## src/rtl/uart_rx_8x.sv

```systemverilog
// uart_rx_8x: UART receiver, 8 clk per prescale unit per bit, AXI-Stream style output with one-word holding register
// Ports:
//   clk, rst        clock, synchronous active-high reset
//   rxd             asynchronous serial line, idle high
//   prescale        bit period = prescale*8 clk cycles, captured at start detection
//   m_axis_tdata    received word
//   m_axis_tvalid   word held in output register
//   m_axis_tready   consumer accepts word
//   busy            frame reception in progress
//   frame_error     one-cycle pulse, stop bit sampled low
//   overrun_error   one-cycle pulse, new word completed while previous word was unaccepted
module uart_rx_8x #(
    parameter int DATA_WIDTH = 16
) (
    input  logic                  clk,
    input  logic                  rst,
    input  logic                  rxd,
    input  logic [15:0]           prescale,
    output logic [DATA_WIDTH-1:0] m_axis_tdata,
    output logic                  m_axis_tvalid,
    input  logic                  m_axis_tready,
    output logic                  busy,
    output logic                  frame_error,
    output logic                  overrun_error
);
    localparam int BW = $clog2(DATA_WIDTH + 3) < 1 ? 1 : $clog2(DATA_WIDTH + 3);
    localparam logic [1:0] IDLE = 2'd0, START = 2'd1, DATA = 2'd2, STOP = 2'd3;

    logic                  rxd_m, rxd_s, rxd_p, armed;
    logic [1:0]            fill;
    logic [1:0]            state;
    logic [18:0]           cnt;
    logic [15:0]           p;
    logic [BW-1:0]         bit_cnt;
    logic [DATA_WIDTH-1:0] shreg;
    logic                  fall, tick;
    logic [18:0]           full;

    // Edges only count once rxd_s has carried a real high since reset, so a
    // line held low through reset cannot masquerade as a start bit.
    assign fall = armed & rxd_p & ~rxd_s;
    assign tick = cnt == 19'd0;
    assign full = {p, 3'b000} - 19'd1;

    always_ff @(posedge clk) begin
        if (rst) begin
            rxd_m         <= 1'b1;
            rxd_s         <= 1'b1;
            rxd_p         <= 1'b1;
            fill          <= 2'b00;
            armed         <= 1'b0;
            state         <= IDLE;
            cnt           <= '0;
            p             <= '0;
            bit_cnt       <= '0;
            shreg         <= '0;
            m_axis_tdata  <= '0;
            m_axis_tvalid <= 1'b0;
            busy          <= 1'b0;
            frame_error   <= 1'b0;
            overrun_error <= 1'b0;
        end else begin
            rxd_m         <= rxd;
            rxd_s         <= rxd_m;
            rxd_p         <= rxd_s;
            // fill[1] marks rxd_s as holding a genuine line sample
            fill          <= {fill[0], 1'b1};
            armed         <= armed | (fill[1] & rxd_s);
            frame_error   <= 1'b0;
            overrun_error <= 1'b0;
            if (m_axis_tvalid && m_axis_tready) m_axis_tvalid <= 1'b0;
            if (!tick) cnt <= cnt - 19'd1;
            case (state)
                IDLE: if (fall && prescale != 16'd0) begin
                    p     <= prescale;
                    cnt   <= {1'b0, prescale, 2'b00} - 19'd1;
                    busy  <= 1'b1;
                    state <= START;
                end
                START: if (tick) begin
                    if (!rxd_s) begin
                        cnt     <= full;
                        bit_cnt <= BW'(DATA_WIDTH);
                        state   <= DATA;
                    end else begin
                        busy  <= 1'b0;
                        state <= IDLE;
                    end
                end
                DATA: if (tick) begin
                    shreg   <= {rxd_s, shreg[DATA_WIDTH-1:1]};
                    cnt     <= full;
                    bit_cnt <= bit_cnt - BW'(1);
                    if (bit_cnt == BW'(1)) state <= STOP;
                end
                default: if (tick) begin
                    busy  <= 1'b0;
                    state <= IDLE;
                    if (rxd_s) begin
                        // a write in the same cycle as an accept keeps tvalid high
                        m_axis_tdata  <= shreg;
                        m_axis_tvalid <= 1'b1;
                        overrun_error <= m_axis_tvalid & ~m_axis_tready;
                    end else begin
                        frame_error <= 1'b1;
                    end
                end
            endcase
        end
    end
endmodule

```

## config.mk

```make
export PLATFORM = sky130hd
export DESIGN_NAME = uart_rx_8x
export DESIGN_NICKNAME = d
export VERILOG_FILES = /design/src/rtl/uart_rx_8x.sv
export SDC_FILE = /design/constraint.sdc
export NUM_CORES = 1
export LEC_CHECK = 0
export ABC_AREA = 1
export BUFFER_PORTS_ARGS = -buffer_cell sky130_fd_sc_hd__buf_4
export CAP_MARGIN = 20
export CORE_MARGIN = 2
export CORE_UTILIZATION = 45
export DETAILED_ROUTE_END_ITERATION = 10
export PLACE_DENSITY = 0.65
export SLEW_MARGIN = 40
export SYNTH_ARGS = -nofsm -noshare
export SYNTH_HDL_FRONTEND = slang
export SYNTH_SLANG_ARGS = --single-unit
```

## constraint.sdc

```tcl
create_clock -name clk -period 2.05 [get_ports clk]
set_clock_uncertainty 0.1 [all_clocks]
set_input_delay 0.1025 -clock clk [delete_from_list [all_inputs] [get_ports clk]]
set_output_delay 0.1025 -clock clk [all_outputs]
set_load 0.05 [all_outputs]
```

==> results.md <==
- The synthesized cell area is 0.00471 sq mm.
- The number of antenna diodes in the final layout is 0.
- The net count of the finished layout is 806.
- The internal reg-to-reg setup slack is 0.02 ns.
- The clock period could shrink to 2.03 ns.
- At the later pin of the worst-skew pair, clock insertion delay measures 0.37 ns.
- For this run, the number of Yosys warnings is 0.
- The required time of the critical path is 2.23 ns.
- The worst setup path is of the register to register kind.
- The met3 routing resource usage after global routing is 3.68%.
- For this run, global-route usage on met2 was measured as 34.8%.
- Synthesis produced a netlist whose cell count is 698.
- The largest area contributor in the synthesized netlist is dfxtp_1.
- For this configuration, the core starts out at a cell density of 46.0%.
- No sink is reached through more buffers than the 2 on the longest clock path.
- By count the netlist is led by nor2_1 (152), nand2_1 (134), dfxtp_1 (84).
- Sorting the synthesized cells by area gives the leading types as dfxtp_1 (36%), nor2_1 (12%), nand2_1 (11%).
- Measured along the x axis, the die boundary spans 106 um.
- Detailed placement ended at an HPWL of 8690 um.
- The count of cell types in the netlist is 39.
- The startpoint of the worst register-to-register path is cnt[1].
- Counting cells, the worst reg-to-reg path comes to 12.
- Dividing the detail-routed wire length by the instance count gives 14.0 um.
- The share of synthesized area in the top cell type comes to 35.7%.
- The final wirelength is 12800 um.
- The dominant cell by count in the synthesized netlist is nor2_1.
- The count of buffers added on input and output ports is 39.
- met2 is the most crowded layer.
- The number of maximum-capacitance violations is 0.
- The layout-stage area growth over the synthesis result is 26.9%.
- The number of sinks handled by clock tree synthesis is 84.
- After synthesis, the share of flip-flops with an asynchronous set or reset is 0%.
- Pin placement for this block handled 40 I/O pins.
- The core region is 0.0102 sq mm.
- STA classifies the critical path endpoint as a register.
- The die height is 106 um.
- Clock-pin slew was measured on the worst setup and hold paths at 0.10 ns.
- The number of buffers inserted during clock tree synthesis is 9.
- The placed instances occupy a cell area of 0.00516 sq mm.
- The post-route cell area is 0.00597 sq mm.
- The ratio of routed vias to standard cells is 5.21.
- After synthesis the netlist holds a flip-flop and latch count of 84.
- The standard-cell row count is 37.
- The prevailing post-synth register cell is dfxtp_1.
- The congestion estimate from routability-driven global placement came to 0.934.
- Global routing consumed, over all layers together, 22.4% of the routing resources.
- Clock tree synthesis selected as its root buffer the cell clkbuf_8.
- The share of the yosys chip area belonging to registers is 35.7%.
- For this run, global-route usage on met1 was measured as 31.7%.
- Across the VDD grid, the largest voltage drop is 0.466 mV.
- Along the worst path, the maximum fanout reaches 7.
- Setup repair after global routing could not meet its margin everywhere.
- The via count of the first global-routing pass was 4202.
- The share of layout cells above drive strength 1 is 19.3%.
- The hold-critical path endpoint is armed.
- The clock tree from TritonCTS is yes.
- The detailed router finished its first iteration with 340 violations.
- Power comes to 6.20 mW.
- Summing the areas of all and, or, nand and nor instances in the mapped netlist gives 34.1% of the synthesized area.
- The number of endpoints failing setup at the final stage is 0.
- Entering global routing, the biggest net connects 36 pins.
- The number of failing hold endpoints at the final stage is 0.
- Summing the areas of all xor and xnor instances in the mapped netlist gives 5.58% of the synthesized area.
- The maximum clock frequency is 492 MHz.
- The DRC violation count after routing is 0.
- The tightest slew margin relative to the limit is 59.5%.
- For this design, the slowest cell found on the critical path is dfxtp_2.
- The number of enable-type register cells in the synthesized netlist is 0.
- A synthesized cell averages 6.74 sq um.
- Synthesis produced a netlist with a net count of 731.
- The min-delay analysis places its worst path in the category input pin to register.
- The pre-antenna-repair detailed-routing pass consisted of 5 iterations.
- In this run the critical register-to-register path is captured at m_axis_tdata[4].
- The beginning of the worst hold path is rst.
- The mux contribution to synthesized area is 0%.
- The synthesized-area fraction occupied by ao, oa, aoi and oai cells is 13.5%.
- The signal on the critical path passes through inv_2 > ha_4 > inv_2 > nor2_1 > nand2_1 > nor2_4 > nand2_4 > nor2_8 > nand3_4 > clkbuf_16 > o21ai_2 > nor2_1.
- The die covers 0.0113 sq mm.
- The total number of H-tree levels is 3.
- The number of antenna violations at the first check in global routing is 0.
- The number of slew-limit violations in the final report is 0.
- The highest cell delay on the worst timing path is 0.34 ns.
- Summed over all cells, the static leakage comes to 2.67 nW.
- The run finished with clean final reports.
- The period utilization is 99.1%.
- Along the worst hold path, the cell count comes to 3.
- The global-route wire length before repair is 20300 um.
- The post-route antenna net violation count is 0.
- The power per unit of standard cell area is 1040 mW/mm^2.
- Data on the critical path arrives at its endpoint at 2.21 ns.
- By area, the combinational part of the netlist is dominated by simple AND/OR/NAND/NOR gates.
- The routed via count is 4760.
- Summed over all layers, the global routing overflow is 0.
- The synthesized netlist devotes 3.46% of its cell area to adder and majority cells.
- For the pin with the worst max-slew slack, the measured transition is 0.607 ns.
- The startpoint class of the critical path is a register.
-- power by group --
part           switching (mW)  total, mW  internal, mW
Combinational            1.78       3.06          1.28
Sequential              0.178       1.99          1.81
Clock                   0.682       1.15         0.472
Total                    2.64       6.20          3.57
-- kinds of logic (layout without fill, tap and decap cells) --
group,count (synthesis),count (layout)
DFF,84,84
buffers and inverters,84,160
xor gates and xnor gates,30,30
and+or+nand+nor,366,370
adders and majority gates,13,13
AOI/OAI and AO/OA,121,121
-- final cells by class --
cell class                      count  area [sq um]
Clock buffer                        9           124
Clock inverter                      7          65.1
Fill cell                         973          4260
Inverter                           62           248
Multi-Input combinational cell    534          2950
Sequential cell                    84          1690
Tap cell                          136           170
Timing Repair Buffer               82           727
-- cell usage in the layout (no fill, tap or decap), types with 18 or more instances in the layout --
cell,n
inv_1,54
nor2_1,149
dfxtp_1,81
nand2_1,131
a21oi_1,41
o21ai_0,40
xor2_1,22
dlygate4sd3_1,18
nand3_1,33
buf_4,58
-- worst max-delay path, delay by kind of cell (launching register included) --
kind / cells / cell delay (ns)
AOI/OAI and AO/OA: 1 / 0.09
adders and majority gates: 1 / 0.13
buffers and inverters: 3 / 0.32
DFF: 1 / 0.34
and+or+nand+nor: 7 / 0.94
-- worst max path at each step --
stage                        to  cells after the start   start  slack, ns
4_1_cts        m_axis_tdata[11]                     12  cnt[1]      -0.01
5_1_grt                  cnt[0]                     15  cnt[0]      -0.09
6_report        m_axis_tdata[4]                     12  cnt[1]       0.02
3_5_place_dp   m_axis_tdata[11]                     12  cnt[1]      -0.03
2_1_floorplan            cnt[0]                     15  cnt[0]      0.005
3_3_place_gp             cnt[0]                     14  cnt[1]       0.09
-- what timing repair did --
item                                   in CTS  in global routing
setup buffers                               1                 10
gates cloned                                0                  5
setup endpoints to repair                  19                 47
endpoints found under the hold margin      20                  0
hold buffers                               18                  0
resized for setup                           5                 66
pin swaps                                   1                 14
-- metrics by stage --
step                      setup WS [ns]  setup TNS (ns)  utilization, %  std cells  hold WS, ns
after floorplan                 0.00548               0               -        698        0.106
after global placement           0.0906               0            50.4        864        0.198
after detailed placement        -0.0341          -0.178            50.4        864        0.200
after CTS                       -0.0110         -0.0116            54.3        899        0.145
after global routing            -0.0942           -1.79            58.4        914        0.192
final                            0.0183               0            58.4        914        0.165
-- flip-flops by register name, indices dropped and copies added (netlist names), 2 cells and up --
signal and cells:
cnt 19, m_axis_tdata 16, p 16, shreg 16, bit_cnt 5, fill 2, state 2
-- layer usage --
metal / wire length (um) / part of all wire, %
met5: 0 / 0
met2: 5910 / 46
met1: 6150 / 48
met3: 587 / 4.6
met4: 170 / 1.3
No activity file was read; power rests on OpenSTA's default activity.
